### config.mk
export PLATFORM = sky130hd
export DESIGN_NAME = clint_bridge
export DESIGN_NICKNAME = d
export VERILOG_FILES = /design/src/rtl/clint_bridge.sv
export SDC_FILE = /design/constraint.sdc
export NUM_CORES = 1
export LEC_CHECK = 0
export BUFFER_PORTS_ARGS = -buffer_cell sky130_fd_sc_hd__buf_2
export CORE_MARGIN = 5
export CORE_UTILIZATION = 40
export CTS_CLUSTER_SIZE = 14
export DETAILED_ROUTE_END_ITERATION = 8
export GPL_TIMING_DRIVEN = 0
export PLACE_DENSITY = 0.64
export SLEW_MARGIN = 15
export SYNTH_ARGS = -nofsm -noshare
export SYNTH_HDL_FRONTEND = slang
export SYNTH_SLANG_ARGS = --single-unit
### constraint.sdc
create_clock -name CLK -period 6.22 [get_ports CLK]
set_input_delay 0.933 -clock CLK [delete_from_list [all_inputs] [get_ports CLK]]
set_output_delay 0.933 -clock CLK [all_outputs]
set_load 0.05 [all_outputs]
### src/rtl/clint_bridge.sv
// clint_bridge: CPU data-port front end for the core-local interruptor.
// Accepts one request at a time, validates it against the CLINT window and
// splits it into one or two 32-bit register beats on the CLINT port.
//
// state | meaning
// IDLE  | ready for a new request
// WR_LO | low (or only) write beat on the CLINT port
// WR_HI | high write beat of a dword write
// RD_A  | read address for the low word presented
// RD_B  | low word captured; high address presented for dword reads
// RD_C  | high word captured (dword reads only)
// RESP  | response held until consumed
module clint_bridge #(
  parameter logic [31:0] BASE_ADDR = 32'h6000_0000,
  parameter logic [31:0] WIN_SIZE  = 32'h0001_0000
) (
  input  logic        CLK,
  input  logic        RST_X,
  input  logic        i_req_valid,
  output logic        o_req_ready,
  input  logic [31:0] i_req_addr,
  input  logic        i_req_we,
  input  logic [1:0]  i_req_size,
  input  logic [63:0] i_req_wdata,
  output logic        o_rsp_valid,
  input  logic        i_rsp_ready,
  output logic [63:0] o_rsp_rdata,
  output logic        o_rsp_err,
  output logic [15:0] o_offset,
  output logic        o_we,
  output logic [31:0] o_wdata,
  input  logic [31:0] i_rdata
);

  typedef enum logic [2:0] {IDLE, WR_LO, WR_HI, RD_A, RD_B, RD_C, RESP} state_t;

  state_t      state;
  logic [15:0] off_q;
  logic [1:0]  addr_lo_q;
  logic [1:0]  size_q;
  logic [31:0] wdata_hi_q;
  logic [31:0] lo_q;

  logic [31:0] off_c;
  logic        out_win_c;
  logic        misalign_c;
  logic        bad_wr_c;
  logic        err_c;

  // Shift the addressed lane down and zero-extend to the access size.
  function automatic logic [63:0] fmt_rd(input logic [31:0] d, input logic [1:0] sz,
                                         input logic [1:0] a);
    logic [31:0] sh;
    logic [31:0] mask;
    sh   = d >> {a, 3'b000};
    mask = (sz == 2'd0) ? 32'h0000_00FF :
           (sz == 2'd1) ? 32'h0000_FFFF : 32'hFFFF_FFFF;
    return {32'h0, sh & mask};
  endfunction

  // Request validation, evaluated on the incoming request at accept time.
  always_comb begin
    off_c      = i_req_addr - BASE_ADDR;
    out_win_c  = (i_req_addr < BASE_ADDR) || (off_c >= WIN_SIZE);
    misalign_c = 1'b0;
    case (i_req_size)
      2'd1:    misalign_c = i_req_addr[0];
      2'd2:    misalign_c = (i_req_addr[1:0] != 2'b00);
      2'd3:    misalign_c = (i_req_addr[2:0] != 3'b000);
      default: misalign_c = 1'b0;
    endcase
    bad_wr_c = i_req_we && (i_req_size < 2'd2);
    err_c    = out_win_c || misalign_c || bad_wr_c;
  end

  // Sequencer with registered bus-side and CLINT-side outputs.
  always_ff @(posedge CLK or negedge RST_X) begin
    if (!RST_X) begin
      state       <= IDLE;
      o_req_ready <= 1'b1;
      o_rsp_valid <= 1'b0;
      o_rsp_err   <= 1'b0;
      o_rsp_rdata <= 64'h0;
      o_offset    <= 16'h0;
      o_we        <= 1'b0;
      o_wdata     <= 32'h0;
      off_q       <= 16'h0;
      addr_lo_q   <= 2'b00;
      size_q      <= 2'd0;
      wdata_hi_q  <= 32'h0;
      lo_q        <= 32'h0;
    end else begin
      case (state)
        IDLE: begin
          if (i_req_valid && o_req_ready) begin
            o_req_ready <= 1'b0;
            off_q       <= off_c[15:0];
            addr_lo_q   <= i_req_addr[1:0];
            size_q      <= i_req_size;
            wdata_hi_q  <= i_req_wdata[63:32];
            if (err_c) begin
              state       <= RESP;
              o_rsp_valid <= 1'b1;
              o_rsp_err   <= 1'b1;
              o_rsp_rdata <= 64'h0;
            end else if (i_req_we) begin
              state    <= WR_LO;
              o_offset <= {off_c[15:2], 2'b00};
              o_we     <= 1'b1;
              o_wdata  <= i_req_wdata[31:0];
            end else begin
              state    <= RD_A;
              o_offset <= {off_c[15:2], 2'b00};
              o_we     <= 1'b0;
            end
          end
        end
        WR_LO: begin
          if (size_q == 2'd3) begin
            state    <= WR_HI;
            o_offset <= off_q + 16'd4;
            o_we     <= 1'b1;
            o_wdata  <= wdata_hi_q;
          end else begin
            state       <= RESP;
            o_we        <= 1'b0;
            o_rsp_valid <= 1'b1;
            o_rsp_err   <= 1'b0;
            o_rsp_rdata <= 64'h0;
          end
        end
        WR_HI: begin
          state       <= RESP;
          o_we        <= 1'b0;
          o_rsp_valid <= 1'b1;
          o_rsp_err   <= 1'b0;
          o_rsp_rdata <= 64'h0;
        end
        RD_A: begin
          state <= RD_B;
          if (size_q == 2'd3) o_offset <= off_q + 16'd4;
        end
        RD_B: begin
          lo_q <= i_rdata;
          if (size_q == 2'd3) begin
            state <= RD_C;
          end else begin
            state       <= RESP;
            o_rsp_valid <= 1'b1;
            o_rsp_err   <= 1'b0;
            o_rsp_rdata <= fmt_rd(i_rdata, size_q, addr_lo_q);
          end
        end
        RD_C: begin
          state       <= RESP;
          o_rsp_valid <= 1'b1;
          o_rsp_err   <= 1'b0;
          o_rsp_rdata <= {i_rdata, lo_q};
        end
        RESP: begin
          if (i_rsp_ready) begin
            state       <= IDLE;
            o_rsp_valid <= 1'b0;
            o_rsp_err   <= 1'b0;
            o_rsp_rdata <= 64'h0;
            o_req_ready <= 1'b1;
          end
        end
        default: begin
          state       <= IDLE;
          o_req_ready <= 1'b1;
          o_rsp_valid <= 1'b0;
          o_we        <= 1'b0;
        end
      endcase
    end
  end

endmodule

Word level (Yosys, flattened, before mapping)
Cells that the tools add are included.
{"block": "op_classes", "div": 0, "n_mux": 40, "order_cmp": 3, "shift": 1, "bitwise": 4, "n_eq_ne": 21, "n_addsub": 2, "n_reduce_logical": 27, "n_mul": 0}
{"cell": "$pmux 64 s6", "count": 1}
{"cell": "$mux 64", "count": 5}
{"cell": "$mux 32", "count": 6}
{"cell": "$pmux 32 s2", "count": 1}
{"cell": "$mux 16", "count": 3}
{"cell": "$and 32x32->32", "count": 1}
{"cell": "$ge 32x17->1 const B", "count": 1}
{"cell": "$lt 32x31->1 const B", "count": 1}
{"cell": "$pmux 16 s2", "count": 1}
{"cell": "$shr 32x5->32", "count": 1}
{"cell": "$sub 32x31->32 const B", "count": 1}
{"cell": "$ne 2x2->1 const B", "count": 9}
{"cell": "$pmux 3 s6", "count": 1}
{"cell": "$add 16x3->16 const B", "count": 1}
{"cell": "$reduce_and 5->1", "count": 3}
{"cell": "$mux 3", "count": 4}
{"cell": "$mux 1", "count": 11}
{"cell": "$eq 3x3->1 const B", "count": 3}
{"cell": "$pmux 1 s3", "count": 3}
{"cell": "$eq 2x2->1 const B", "count": 3}
{"cell": "$eq 3x2->1 const B", "count": 2}
{"cell": "$reduce_and 3->1", "count": 2}
{"cell": "$reduce_and 6->1", "count": 1}
{"cell": "$reduce_bool 2->1", "count": 3}
{"cell": "20 further kinds", "count": 30}
{"block": "totals", "romBits": 0, "mem_bits_rw": 0, "in_bits": 135, "elab_cells": 111, "ff_bits": 203, "latch_bits": 0, "mem_count": 0}

Logic depth before layout (Yosys ltp)
Gate-level depths: netlist (run 1).
{"block": "logic_depth", "depth_word": 8, "ltp_mapped": 8}

Least setup slack after synthesis (run 1)
OpenSTA, ideal clock, no wires.
{"block": "synth_timing", "path_kind": "input -> register", "start": "in i_req_addr[29]", "end": "reg o_wdata[10]", "slack_ns": 3.354, "cell_stages": 7, "arrival_ns": 2.739, "n_path_buf": 1, "cell_sequence": "ha_1 nor3b_1 nand4_1 nor4b_4 a31oi_2 buf_2 mux2_1"}
{"block": "synth_between", "elab_chain_len": 7}
{"item": "start: declaration", "line": "21", "rtl": "input logic [31:0] i_req_addr,"}
{"item": "$sub 32x31->32", "line": "63", "rtl": "off_c = i_req_addr - BASE_ADDR;"}
{"item": "$ge 32x17->1", "line": "64", "rtl": "out_win_c = (i_req_addr < BASE_ADDR) || (off_c >= WIN_SIZE);"}
{"item": "$logic_or 1x1->1 (*)", "line": "64"}
{"item": "$logic_or 1x1->1 (*) (2 in a row)", "line": "73", "rtl": "err_c = out_win_c || misalign_c || bad_wr_c;"}
{"item": "$ne 2x2->1 (no source line) (*)"}
{"item": "$reduce_and 5->1 (no source line) (*)"}
{"item": "end signal: assignment", "line": "110", "rtl": "o_wdata <= i_req_wdata[31:0];"}
{"item": "end signal: assignment", "line": "123", "rtl": "o_wdata <= wdata_hi_q;"}
{"item": "end: declaration", "line": "31", "rtl": "output logic [31:0] o_wdata,"}
Every way passes the cells marked *; elsewhere a longest branch is shown, timed or not.
A chain may end at the register's enable or synchronous reset.

Worst setup path after layout (run 1)
{"block": "layout_timing", "start": "in i_req_addr[29]", "end": "reg o_rsp_rdata[57]"}
{"block": "layout_between", "elab_chain_len": 7}
{"item": "$sub 32x31->32", "line": "63"}
{"item": "$ge 32x17->1", "line": "64"}
{"item": "$logic_or 1x1->1 (*)", "line": "64"}
{"item": "$logic_or 1x1->1 (*) (2 in a row)", "line": "73"}
{"item": "$ne 2x2->1 (no source line) (*)"}
{"item": "$reduce_and 6->1 (no source line) (*)"}
{"item": "end signal: assignment", "line": "151", "rtl": "o_rsp_rdata <= fmt_rd(i_rdata, size_q, addr_lo_q);"}
{"item": "end signal: assignment", "line": "158", "rtl": "o_rsp_rdata <= {i_rdata, lo_q};"}
{"item": "end: declaration", "line": "27", "rtl": "output logic [63:0] o_rsp_rdata,"}
Marked as above.

==> results.md, run 1 <==
- Synthesized Nets: around 850
- Sum of negative setup slack: 0 ns
- Number of antenna repair diodes: 0
- Post-layout util: 0.514
- Clock Latency Late Sink: about 0.49 ns
- Crit-path max FO: 10
- Logic depth of the worst register-to-register path: 7
- Remaining DRCs: 0
- Placed cell count: 1246
- Primary FF master, synth: sky130_fd_sc_hd__dfrtp_1
- Highest metal layer used by the detailed router: met5
- Number of nets with antenna violations after detailed routing: 0
- Synthesized-area fraction occupied by and/or/nand/nor cells: 0.0612
- Final weighted congestion in routability-driven placement: approximately 0.85
- R2R Path Start: state[0]$_DFFE_PN0P_
- TritonCTS clock tree: built
- Combinational family with the most area after synthesis: multiplexers
- Fmax achieved: between 300 and 400 MHz
- Layout overhead on the synthesized area: 26.2%
- Hold slack final: 0.260 ns
- Fraction of final layout cells sized beyond drive strength 1: 0.471
- Post-CTS repair timing setup buffer count: 0
- Routed len/inst: about 20 um
- Peak supply drop: ~0.00019 V
- Count of max-cap constraint violations: 0
- Remaining global-route overflow: 0
- Count of flip-flops with a built-in enable after synthesis: 0
- Register bit count reported by yosys: 201
- Share of synthesized cell area in full adder, half adder and majority cells: 0.00271
- Number of pins with negative max-slew slack in the final report: 0
- Synth warnings: 0
- Met1 Routed Length: between 10 and 15 mm
- Sequential area share after synthesis: 0.546
- Areal power density over the cells: 455 mW/mm2
- Post-Synthesis Mean Instance Area: roughly 13 um2
- Clock buffer count from CTS: 22
- DIE AREA: about 0.026 mm2
- Sequential cell area: about 0.0050 mm2
- Initial Utilization: 0.407
- Arrival time of data at the critical path endpoint: 3.51 ns
- Hold-fix buffers at CTS: 0
- # fillers: 2066
- Gate count of the mapped netlist: about 710
- Buffers from clock root to sink, at most: 3
- Multiplexer fraction of the synthesized cell area: 0.254
- Number of top-level pins: between 200 and 300
- TritonCTS Sinks: between 200 and 250
- Placement Rows: between 50 and 60
- Initial antenna violation count: 1
- Post-CTS clock slew at the launch and capture registers of the worst setup and hold paths: 0.06 ns
- Top cell type's share of synthesized area: 0.543
- Kind of launch point of the worst setup path: primary input
- Worst Clk Skew: 0.00780 ns
- Via count of the first global-routing pass: ~7100
- Pin slew with the least headroom to its limit: ~0.83 ns
- Hold crit path type: primary input to asynchronous set/reset pin
- Post-synth design cell area: 0.00922 mm2
- HPWL after DPL: approximately 19 mm
- Detailed-route via count: roughly 7000
- Routed wire length: around 26 mm
- Routed met2 length: between 10 and 15 mm
- Number of port buffers: 250
- Leak pwr: just under 6 nW
- Library cells used by synthesis: 47
- WL met3: roughly 1.8 mm
- Detail-routed via count per cell: roughly 5.4
- Placeable core region: ~0.023 mm2
- Die width: between 150 and 200 um
- Die outline height: around 160 um
- Number of nets in the finished design: ~1100
- Critical path type: primary input to register
- Number of cells upsized or downsized after cts: 0
- Capture instance of the worst register-to-register path: o_rsp_rdata[57]$_DFFE_PN0P_
- Overall power: 5.29 mW
- Endpoint class of the critical path: register
- Run status: completed
- Final critical-path share of the clock period: 0.496
- Fraction of the mapped netlist area in compound gates: 0.102
- Final cell count without fillers: about 1300
- Synthesized-area fraction occupied by xor and xnor cells: 0.0123
- Async S/R FF share, synth: 1.00
- Leading area contributor after synthesis: sky130_fd_sc_hd__dfrtp_1
- First-pass GRT wire length: approximately 40 mm
- H-tree levels: 1
- Total routing usage reported by global routing: 0.192
- Starting DRT DRC Count: roughly 330
- Maximum number of pins on one net before global-route repair: 97
- Shortest clock period the worst path allows after layout: ~3.1 ns
- Required time at the endpoint of the critical path: 6.65 ns
- Clock root cell: sky130_fd_sc_hd__clkbuf_16
- Final setup violating endpoints: 0
- Footprint of the multi-input gates: ~0.004 mm2
- First-pass iteration count of the detailed router: 5
- Max-slew headroom at the worst pin: 0.442
- Unrepaired setup endpoints after global routing: false
- Leading cell types by total area after synthesis: sky130_fd_sc_hd__dfrtp_1 (54%), sky130_fd_sc_hd__mux2_2 (19%), sky130_fd_sc_hd__a22o_1 (4.7%)
- Final Hold Fails: 0
- Slack of the worst reg-to-reg path: around 3.4 ns
worst max path at each step:
stage,endpoint,slack [ns],startpoint,cells after the start
floorplan,o_wdata[10]$_DFFE_PN0P_,3.35,i_req_addr[29],7
global placement,o_rsp_rdata[61]$_DFFE_PN0P_,0.72,RST_X,1
detailed placement,o_rsp_rdata[53]$_DFFE_PN0P_,2.66,i_req_addr[29],8
CTS,o_rsp_rdata[57]$_DFFE_PN0P_,3.12,i_req_addr[29],8
global route,o_rsp_rdata[56]$_DFFE_PN0P_,2.88,i_req_addr[29],8
finish,o_rsp_rdata[57]$_DFFE_PN0P_,3.13,i_req_addr[29],8
registers in the layout, summed over array words and instances (netlist names):
| signal | count |
|---|---|
| state | 3 |
| o_wdata | 32 |
| o_we | 1 |
| lo_q | 32 |
| o_rsp_err | 1 |
| wdata_hi_q | 32 |
| off_q | 16 |
| size_q | 2 |
| o_rsp_rdata | 64 |
| o_rsp_valid | 1 |
| o_req_ready | 1 |
| o_offset | 16 |
layout make-up:
| class | instances | area share |
|---|---|---|
| sequential | 201 | 0.432 |
| clock buffer | 35 | 0.0593 |
| clock inverter | 5 | 0.00452 |
| multi-input combinational | 460 | 0.342 |
| timing repair buffer | 252 | 0.113 |
| inverter | 3 | 0.000968 |
| buffer | 45 | 0.0167 |
| tap | 285 | 0.0306 |
per-stage QoR:
stage	cell area, um2	worst slack (ns)
2_1_floorplan	9220	3.35
4_1_cts	11600	3.12
5_1_grt	11600	2.88
3_3_place_gp	10800	0.721
6_report	11600	3.13
3_5_place_dp	10900	2.66
metal layers:
| metal | track usage | up-vias |
|---|---|---|
| li1 | - | 3177 |
| met1 | 0.270 | 3433 |
| met3 | 0.0370 | 41 |
| met4 | 0.0488 | 2 |
| met2 | 0.307 | 254 |
| met5 | 0 | - |
cell usage after synthesis, types with 8 or more instances:
master,count
sky130_fd_sc_hd__a211o_1,8
sky130_fd_sc_hd__a21oi_1,9
sky130_fd_sc_hd__a22o_1,50
sky130_fd_sc_hd__a32o_1,9
sky130_fd_sc_hd__buf_2,20
sky130_fd_sc_hd__clkbuf_1,23
sky130_fd_sc_hd__dfrtp_1,200
sky130_fd_sc_hd__mux2_1,35
sky130_fd_sc_hd__mux2_2,158
sky130_fd_sc_hd__mux2i_1,17
sky130_fd_sc_hd__nand2_1,48
sky130_fd_sc_hd__nand4_1,8
sky130_fd_sc_hd__nor2_1,13
sky130_fd_sc_hd__nor2b_1,11
sky130_fd_sc_hd__o21ai_0,36
kinds of logic after synthesis:
kind of cell,after synthesis
DFF,201
xor gates and xnor gates,13
AOI/OAI and AO/OA,125
muxes,210
and+or+nand+nor,110
buffers and inverters,48
adders and majority gates,2
report_power, final:
group | switching [mW] | internal, mW | total [mW] | leakage, nW
Clock | 0.518 | 0.801 | 1.32 | 0.366
Combinational | 1.23 | 0.783 | 2.01 | 2.87
Sequential | 0.242 | 1.72 | 1.96 | 2.62
Total | 1.99 | 3.30 | 5.29 | 5.86
placed cells by master (no fill, tap or decap), types with 3 or more instances in the layout:
master,count
sky130_fd_sc_hd__clkbuf_16,23
sky130_fd_sc_hd__mux2_1,35
sky130_fd_sc_hd__clkbuf_1,28
sky130_fd_sc_hd__buf_2,269
sky130_fd_sc_hd__mux2i_1,17
sky130_fd_sc_hd__clkinv_2,3
sky130_fd_sc_hd__o21ai_0,36
sky130_fd_sc_hd__nor4_1,7
sky130_fd_sc_hd__nor3_1,5
sky130_fd_sc_hd__nor2b_1,11
sky130_fd_sc_hd__a21oi_1,9
sky130_fd_sc_hd__a32o_1,9
sky130_fd_sc_hd__nand2_1,48
sky130_fd_sc_hd__clkbuf_8,7
sky130_fd_sc_hd__a22o_1,50
sky130_fd_sc_hd__inv_1,3
sky130_fd_sc_hd__nand4_1,8
sky130_fd_sc_hd__xnor2_1,6
sky130_fd_sc_hd__xor2_1,7
sky130_fd_sc_hd__mux2_2,158
sky130_fd_sc_hd__nor2_1,13
sky130_fd_sc_hd__nand3_1,5
sky130_fd_sc_hd__dfrtp_1,200
sky130_fd_sc_hd__a211o_1,8
worst max-delay path, stage by stage:
cell and delay [ns]:
sky130_fd_sc_hd__buf_2 0.12, sky130_fd_sc_hd__ha_1 0.31, sky130_fd_sc_hd__nor3b_1 0.19, sky130_fd_sc_hd__nand4_1 0.19, sky130_fd_sc_hd__nor4b_4 0.63, sky130_fd_sc_hd__a21o_1 0.44
sky130_fd_sc_hd__clkbuf_1 0.46, sky130_fd_sc_hd__a22o_1 0.23
Note: power is estimated with default switching activity, not from simulation.
==> run 2: changes to the inputs <==
--- a/config.mk
+++ b/config.mk
@@ -5,13 +5,14 @@
 export SDC_FILE = /design/constraint.sdc
 export NUM_CORES = 1
 export LEC_CHECK = 0
+export ABC_AREA = 1
 export BUFFER_PORTS_ARGS = -buffer_cell sky130_fd_sc_hd__buf_2
 export CORE_MARGIN = 5
 export CORE_UTILIZATION = 40
 export CTS_CLUSTER_SIZE = 14
 export DETAILED_ROUTE_END_ITERATION = 8
 export GPL_TIMING_DRIVEN = 0
-export PLACE_DENSITY = 0.64
+export PLACE_DENSITY = 0.63
 export SLEW_MARGIN = 15
 export SYNTH_ARGS = -nofsm -noshare
 export SYNTH_HDL_FRONTEND = slang
==> constraint.sdc (replaced) <==
create_clock -name CLK -period 2.85 [get_ports CLK]
set_input_delay 0.4275 -clock CLK [delete_from_list [all_inputs] [get_ports CLK]]
set_output_delay 0.4275 -clock CLK [all_outputs]
set_load 0.05 [all_outputs]
==> run 2 against run 1 <==
Total power rose by 150%. Sequential share of layout area fell by 2.3 points. Clock skew rose by 0.0050 ns. Critical endpoint is now o_rsp_rdata[3]$_DFFE_PN0P_. Flip-flop and latch count did not move. Cell count rose by 49%. Largest cell class unchanged. Via count rose by 38%. Non-clock buffer count rose by 33. Critical path depth rose by 1. Register-to-register slack got worse by 2.7 ns. First-iteration DRC count rose by 110%.
==> results.md, run 2 <==
- Run status: completed
- HPWL after DPL: between 20 and 25 mm
- Fmax achieved: around 470 MHz
- Clock share of power: 0.228
- Primary FF master, synth: sky130_fd_sc_hd__dfrtp_1
- Synthesized Nets: between 1000 and 1500
- Reg power frac: 0.338
- Count of buffer and inverter cells on the critical path: 3
- Post-Synthesis Mean Instance Area: roughly 7.5 um2
- Number of top-level pins: approximately 250
- Shortest clock period the worst path allows after layout: 2.11 ns
- Remaining global-route overflow: 0
- Required time at the endpoint of the critical path: 3.28 ns
- Register bit count reported by yosys: 201
- Commonest non-fill, non-tap cell in the layout: sky130_fd_sc_hd__nand2_1
- Library cells used by synthesis: 32
- TritonCTS Sinks: about 200
- First-pass iteration count of the detailed router: 5
- Placeable core region: approximately 0.024 mm2
- Leading area contributor after synthesis: sky130_fd_sc_hd__dfrtp_1
- Cell internal pwr: 7.20 mW
- Clock Latency Late Sink: 0.51 ns
- Largest register by flop count: o_rsp_rdata
- Clock root cell: sky130_fd_sc_hd__clkbuf_16
- Areal power density over the cells: between 1000 and 1500 mW/mm2
- Via count of the first global-routing pass: around 9500
- Post-CTS repair timing setup buffer count: 0
- Top cell type's share of synthesized area: 0.512
- Combinational cell fraction of total power: 0.434
- Placement Rows: 57
- CP dominant cell by count: sky130_fd_sc_hd__nand2_1
- Max-slew headroom at the worst pin: 0.601
- Critical path origin: state[2]$_DFFE_PN0P_
- Unrepaired setup endpoints after global routing: false
- Starting DRT DRC Count: 690
- # fillers: ~2500
- TritonCTS clock tree: built
- Cell-by-cell trace of the critical path: buf_2, nand2_1, nor3_1, inv_1, nand2_2, nor2_4, buf_1, nand4_1, nand2_1
- Hold crit path type: primary input to register
- Footprint of the multi-input gates: ~0.0042 mm2
- Post-CTS clock slew at the launch and capture registers of the worst setup and hold paths: 0.06 ns
- R2R Path Start: state[2]$_DFFE_PN0P_
- Crit path max-delay family: simple AND/OR/NAND/NOR gates
- Routed len/inst: between 15 and 20 um
- Final Hold Fails: 0
- Detailed-route via count: around 9500
- Most frequent cells in the layout: sky130_fd_sc_hd__nand2_1 (678), sky130_fd_sc_hd__buf_2 (269), sky130_fd_sc_hd__dfrtp_1 (200)
- Peak supply drop: about 0.00062 V
- Sequential area share after synthesis: 0.515
- First-pass GRT wire length: approximately 51 mm
- Synth top cells by count: sky130_fd_sc_hd__nand2_1 (678), sky130_fd_sc_hd__dfrtp_1 (200), sky130_fd_sc_hd__o21ai_0 (73), sky130_fd_sc_hd__nand4_1 (68), sky130_fd_sc_hd__nand3_1 (67)
- Sw Pwr: approximately 6 mW
- H-tree levels: 1
- Gate count of the mapped netlist: roughly 1300
- Final critical-path share of the clock period: 0.740
- Leak pwr: between 6 and 7 nW
- Post-synth design cell area: slightly below 0.01 mm2
- Post-route setup slack: roughly 0.74 ns
- Clock buffer count from CTS: 24
- Total routing usage reported by global routing: 0.223
- Kind of launch point of the worst setup path: register
- Library cell with the highest instance count after synthesis: sky130_fd_sc_hd__nand2_1
- Max incr delay on CP: approximately 0.41 ns
- Arrival time of data at the critical path endpoint: 2.54 ns
- Number of pins with negative max-slew slack in the final report: 0
- Detail-routed via count per cell: between 4 and 5
- Async S/R FF share, synth: 1.00
- Buffers from clock root to sink, at most: 3
- Number of nets in the finished design: 1712
- Sequential cell area: 0.00503 mm2
- Worst Clk Skew: around 0.013 ns
- Crit-path max FO: 10
- Number of nets with antenna violations after detailed routing: 0
- DIE AREA: roughly 0.028 mm2
- Worst setup slack before clock tree synthesis: between 0.4 and 0.5 ns
- Layout overhead on the synthesized area: 25.7%
- Synth warnings: 0
- Max FFs per register: 64
- Maximum number of pins on one net before global-route repair: ~100
- Final setup violating endpoints: 0
- Count of flip-flops with a built-in enable after synthesis: 0
- Initial antenna violation count: 3
- Endpoint class of the critical path: register
- Critical path type: register to register
- Initial Utilization: 0.404
- Cell with the biggest individual delay on the critical path: sky130_fd_sc_hd__buf_1
- Number of antenna repair diodes: 0
- Count of max-cap constraint violations: 0
- Die outline height: around 170 um
- Routed wire length: between 30 and 40 mm
- Number of port buffers: between 200 and 300
- Final weighted congestion in routability-driven placement: 0.936
- Switching Fraction: 0.454
- Remaining DRCs: 0
- Leading cell types by total area after synthesis: sky130_fd_sc_hd__dfrtp_1 (51%), sky130_fd_sc_hd__nand2_1 (26%), sky130_fd_sc_hd__nand4_1 (4.4%)
- Pin slew with the least headroom to its limit: roughly 0.6 ns
- Die width: roughly 170 um
- Fraction of final layout cells sized beyond drive strength 1: 0.215
- Hold Startpoint: i_req_wdata[55]
- Sum of negative setup slack: 0 ns
[run 2: changes by cell type in the layout (fill, tap and decap cells not counted), moves of 37 or more]
| cell | previous run | this run |
|---|---|---|
| sky130_fd_sc_hd__nand2_1 | 48 | 678 |
| sky130_fd_sc_hd__mux2_2 | 158 | 0 |
| sky130_fd_sc_hd__nand3_1 | 5 | 67 |
| sky130_fd_sc_hd__nand4_1 | 8 | 68 |
| sky130_fd_sc_hd__a22o_1 | 50 | 0 |
| sky130_fd_sc_hd__inv_1 | 3 | 46 |
| sky130_fd_sc_hd__o21ai_0 | 36 | 73 |
[run 2: cell type report]
class	count	share of cell area
Buffer	77	0.0311
Clock buffer	33	0.0582
Clock inverter	7	0.00540
Inverter	54	0.0165
Multi-Input combinational cell	964	0.338
Sequential cell	201	0.409
Tap cell	324	0.0330
Timing Repair Buffer	253	0.108
[run 2: cells by family (layout without fill, tap and decap cells)]
family          Yosys count  in the layout  synth area share
flops                   201            201             0.515
xor+xnor                  4              4           0.00358
simple gates            856            856             0.362
compound gates          102            102            0.0574
buf+inv                 131            424            0.0598
fa+ha+maj                 2              2           0.00256
[run 2: final timing paths]
kind	to	slack (ns)	depth (start not counted)
max	o_rsp_rdata[3]$_DFFE_PN0P_	0.74	9
min	wdata_hi_q[23]$_DFFE_PN0P_	0.12	3
max reg2reg	o_rsp_rdata[3]$_DFFE_PN0P_	0.74	9
min reg2reg	o_rsp_rdata[4]$_DFFE_PN0P_	0.46	2
max in group asynchronous	wdata_hi_q[8]$_DFFE_PN0P_	1.83	3
min in group asynchronous	o_rsp_rdata[7]$_DFFE_PN0P_	0.31	2
[run 2: metrics by stage]
stage	instance area, um2	power [mW]	util	instances	hold slack (ns)
6_report	12300	13.2	0.508	1913	0.117
5_1_grt	12300	14.1	0.508	1913	0.0969
4_1_cts	12300	13.3	0.508	1913	0.0957
3_5_place_dp	11500	10.2	0.475	1872	0.231
3_3_place_gp	11400	10.1	0.473	1870	0.449
2_1_floorplan	9770	8.53	-	1296	0.132
[run 2: power groups by stage]
| stage | Sequential [mW] | Combinational, mW | Clock (mW) |
|---|---|---|---|
| 5_1_grt | 4.57 | 6.31 | 3.18 |
| 3_3_place_gp | 4.46 | 5.64 | 0 |
| 2_1_floorplan | 5.86 | 2.68 | 0 |
| 4_1_cts | 4.45 | 5.75 | 3.07 |
| 3_5_place_dp | 4.48 | 5.74 | 0 |
| 6_report | 4.46 | 5.72 | 3.01 |
[run 2: timing repair]
action / 4_1_cts / 5_1_grt
hold buffers: 1 / 0
hold endpoints to repair: 5 / 0
resized for setup: 0 / 0
[run 2: worst reg2reg max path: stages, from the launching register on]
cell and delay, ns:
sky130_fd_sc_hd__dfrtp_1 0.35, sky130_fd_sc_hd__buf_2 0.17, sky130_fd_sc_hd__nand2_1 0.15, sky130_fd_sc_hd__nor3_1 0.06, sky130_fd_sc_hd__inv_1 0.11, sky130_fd_sc_hd__nand2_2 0.10
sky130_fd_sc_hd__nor2_4 0.27, sky130_fd_sc_hd__buf_1 0.41, sky130_fd_sc_hd__nand4_1 0.26, sky130_fd_sc_hd__nand2_1 0.15
[run 2: layer usage]
metal  global-route usage  vias up  wire, um
met5                    0        -        28
met4               0.0516        6       708
met3               0.0471       48      2310
met2                0.388      356     15500
met1                0.287     4402     12700
li1                     -     4697         -
==> run 3: changes to the inputs <==
--- a/config.mk
+++ b/config.mk
@@ -5,14 +5,14 @@
 export SDC_FILE = /design/constraint.sdc
 export NUM_CORES = 1
 export LEC_CHECK = 0
-export ABC_AREA = 1
+export ABC_AREA = 0
 export BUFFER_PORTS_ARGS = -buffer_cell sky130_fd_sc_hd__buf_2
 export CORE_MARGIN = 5
 export CORE_UTILIZATION = 40
 export CTS_CLUSTER_SIZE = 14
 export DETAILED_ROUTE_END_ITERATION = 8
 export GPL_TIMING_DRIVEN = 0
-export PLACE_DENSITY = 0.63
+export PLACE_DENSITY = 0.64
 export SLEW_MARGIN = 15
 export SYNTH_ARGS = -nofsm -noshare
 export SYNTH_HDL_FRONTEND = slang
==> constraint.sdc (replaced) <==
create_clock -name CLK -period 2 [get_ports CLK]
set_input_delay 0.3 -clock CLK [delete_from_list [all_inputs] [get_ports CLK]]
set_output_delay 0.3 -clock CLK [all_outputs]
set_load 0.05 [all_outputs]
==> run 3 against run 2 <==
Combinational power up 23%. Global-route usage shrank 2.6 points. Register-to-register slack got worse by 0.71 ns. Sequential power up 38%. Core utilization increased by 2.9 points. First-iteration DRC count down 56%. Die area decreased by 5.3%. Clock skew grew 0.0026 ns. Wire length down 15%. Setup slack worse by 0.71 ns. Critical endpoint is now o_wdata[9]$_DFFE_PN0P_. Largest power group unchanged.
==> results.md, run 3 (synthesis results as in run 1) <==
- Kind of launch point of the worst setup path: register
- Worst Clk Skew: roughly 0.015 ns
- H-tree levels: 1
- Initial antenna violation count: 3
- Most frequent cells in the layout: sky130_fd_sc_hd__buf_2 (260), sky130_fd_sc_hd__dfrtp_1 (196), sky130_fd_sc_hd__mux2_2 (158)
- Clock root cell: sky130_fd_sc_hd__clkbuf_16
- Starting DRT DRC Count: 305
- Required time at the endpoint of the critical path: 2.38 ns
- Count of buffer and inverter cells on the critical path: 2
- Number of pins with negative max-slew slack in the final report: 0
- Routed len/inst: slightly above 20 um
- Shortest clock period the worst path allows after layout: between 1.5 and 2 ns
- Post-CTS clock slew at the launch and capture registers of the worst setup and hold paths: roughly 0.06 ns
- Pin slew with the least headroom to its limit: just under 0.5 ns
- Run status: completed
- Number of top-level pins: 251
- First-pass iteration count of the detailed router: 4
- Final weighted congestion in routability-driven placement: roughly 0.84
- Detailed-route via count: about 7000
- Unrepaired setup endpoints after global routing: true
- Peak supply drop: just over 0.0006 V
- Layout overhead on the synthesized area: 32.0%
- Fmax achieved: roughly 510 MHz
- Buffers from clock root to sink, at most: 3
- # fillers: roughly 2000
- Areal power density over the cells: between 1000 and 1500 mW/mm2
- Placed cell count: 1246
- Worst setup slack before clock tree synthesis: -0.752 ns
- HPWL after DPL: 19.3 mm
- Arrival time of data at the critical path endpoint: 2.34 ns
- Max-slew headroom at the worst pin: 0.676
- TritonCTS clock tree: built
- Hold slack final: 0.0323 ns
- Via count of the first global-routing pass: about 7300
- Final setup violating endpoints: 0
- Number of nets with antenna violations after detailed routing: 0
- Max incr delay on CP: 0.48 ns
- DIE AREA: roughly 0.026 mm2
- Commonest non-fill, non-tap cell in the layout: sky130_fd_sc_hd__buf_2
- Final critical-path share of the clock period: 0.982
- Clock Latency Late Sink: 0.50 ns
- Die outline height: approximately 160 um
- Max FFs per register: 64
- Overall power: around 17 mW
- Largest register by flop count: o_rsp_rdata
- Total routing usage reported by global routing: 0.197
- Post-route setup slack: approximately 0.035 ns
- Endpoint class of the critical path: register
- Initial Utilization: 0.407
- Critical path type: register to register
- TritonCTS Sinks: between 200 and 250
- Placement Rows: 55
- Number of port buffers: 250
- Crit-path max FO: 10
- Remaining global-route overflow: 0
- Fraction of final layout cells sized beyond drive strength 1: 0.525
- Cell-by-cell trace of the critical path: or3_4, nor2_4, buf_12, a31oi_4, buf_6, mux2_1
- Remaining DRCs: 0
- Final Hold Fails: 0
- Number of nets in the finished design: 1148
- Die width: 162 um
- Count of max-cap constraint violations: 0
- First-pass GRT wire length: between 40 and 50 mm
- Routed wire length: ~27 mm
- Cell with the biggest individual delay on the critical path: sky130_fd_sc_hd__dfrtp_2
- Leak pwr: slightly above 6 nW
- Clock buffer count from CTS: 23
- Maximum number of pins on one net before global-route repair: between 90 and 100
- Placeable core region: around 0.023 mm2
- Hold crit path type: primary input to register
- Detail-routed via count per cell: approximately 5.3
- Crit path max-delay family: simple AND/OR/NAND/NOR gates
- Final cell count without fillers: approximately 1300
-- run 3: cell count changes in the layout (fill, tap and decap cells not counted), sizes merged, moves of 50 or more --
cell,before,now
nand2,682,48
mux2,0,193
nand3,69,5
nand4,68,8
a22o,0,50
inv,53,3
-- run 3: final timing paths --
check | slack [ns] | startpoint | cells past startpoint | endpoint
worst max-delay path | 0.04 | state[0]$_DFFE_PN0P_ | 6 | o_wdata[9]$_DFFE_PN0P_
worst min-delay path | 0.03 | i_req_wdata[34] | 2 | wdata_hi_q[2]$_DFFE_PN0P_
worst max register to register | 0.04 | state[0]$_DFFE_PN0P_ | 6 | o_wdata[9]$_DFFE_PN0P_
worst min register to register | 0.48 | o_rsp_rdata[12]$_DFFE_PN0P_ | 1 | o_rsp_rdata[12]$_DFFE_PN0P_
max in group asynchronous | 0.98 | RST_X | 3 | o_rsp_rdata[23]$_DFFE_PN0P_
min in group asynchronous | 0.27 | RST_X | 2 | o_offset[12]$_DFFE_PN0P_
-- run 3: power by group --
part | switching, mW | internal, mW | total, mW | leakage, nW
sequential | 0.793 | 5.35 | 6.15 | 2.61
clock | 1.63 | 2.49 | 4.12 | 0.368
combinational | 4.02 | 3.02 | 7.05 | 3.13
-- run 3: metrics by stage --
| step | util | area (um2) | TNS [ns] |
|---|---|---|---|
| floorplan | - | 9300 | -4.92 |
| global placement | 0.482 | 10900 | -688.49 |
| detailed placement | 0.485 | 11000 | -100.50 |
| CTS | 0.532 | 12000 | 0 |
| global route | 0.537 | 12200 | -0.978 |
| finish | 0.537 | 12200 | 0 |
-- run 3: cell type report --
cell class	instances	area [um2]	share of cell area
timing repair buffer	280	1580	0.130
buffer	42	287	0.0235
multi-input combinational	460	4150	0.341
clock inverter	6	57.6	0.00473
sequential	201	5040	0.414
inverter	3	11.3	0.000925
clock buffer	34	687	0.0565
tap	285	357	0.0293
antenna	1	2.50	0.000206
-- run 3: worst reg2reg max path, delay by kind of cell (launching register included) --
kind,cells,cell delay (ns)
compound gates,1,0.15
buf+inv,2,0.33
flops,1,0.48
mux,1,0.33
simple gates,2,0.56
-- run 3: timing repair --
action                     CTS  global route
pin swaps                    5             2
cloned                       1             0
hold buffers                 1             0
hold endpoints to repair    33             0
setup buffers               17             9
setup endpoints to repair  196           126
resized for setup           49            19
-- run 3: layer usage --
metal / global-route usage / up-vias / share of wire
met3: 0.0472 / 54 / 0.072
met5: 0 / - / 0.0013
met4: 0.0546 / 6 / 0.027
li1: - / 3237 / -
met1: 0.266 / 3466 / 0.44
met2: 0.320 / 244 / 0.46
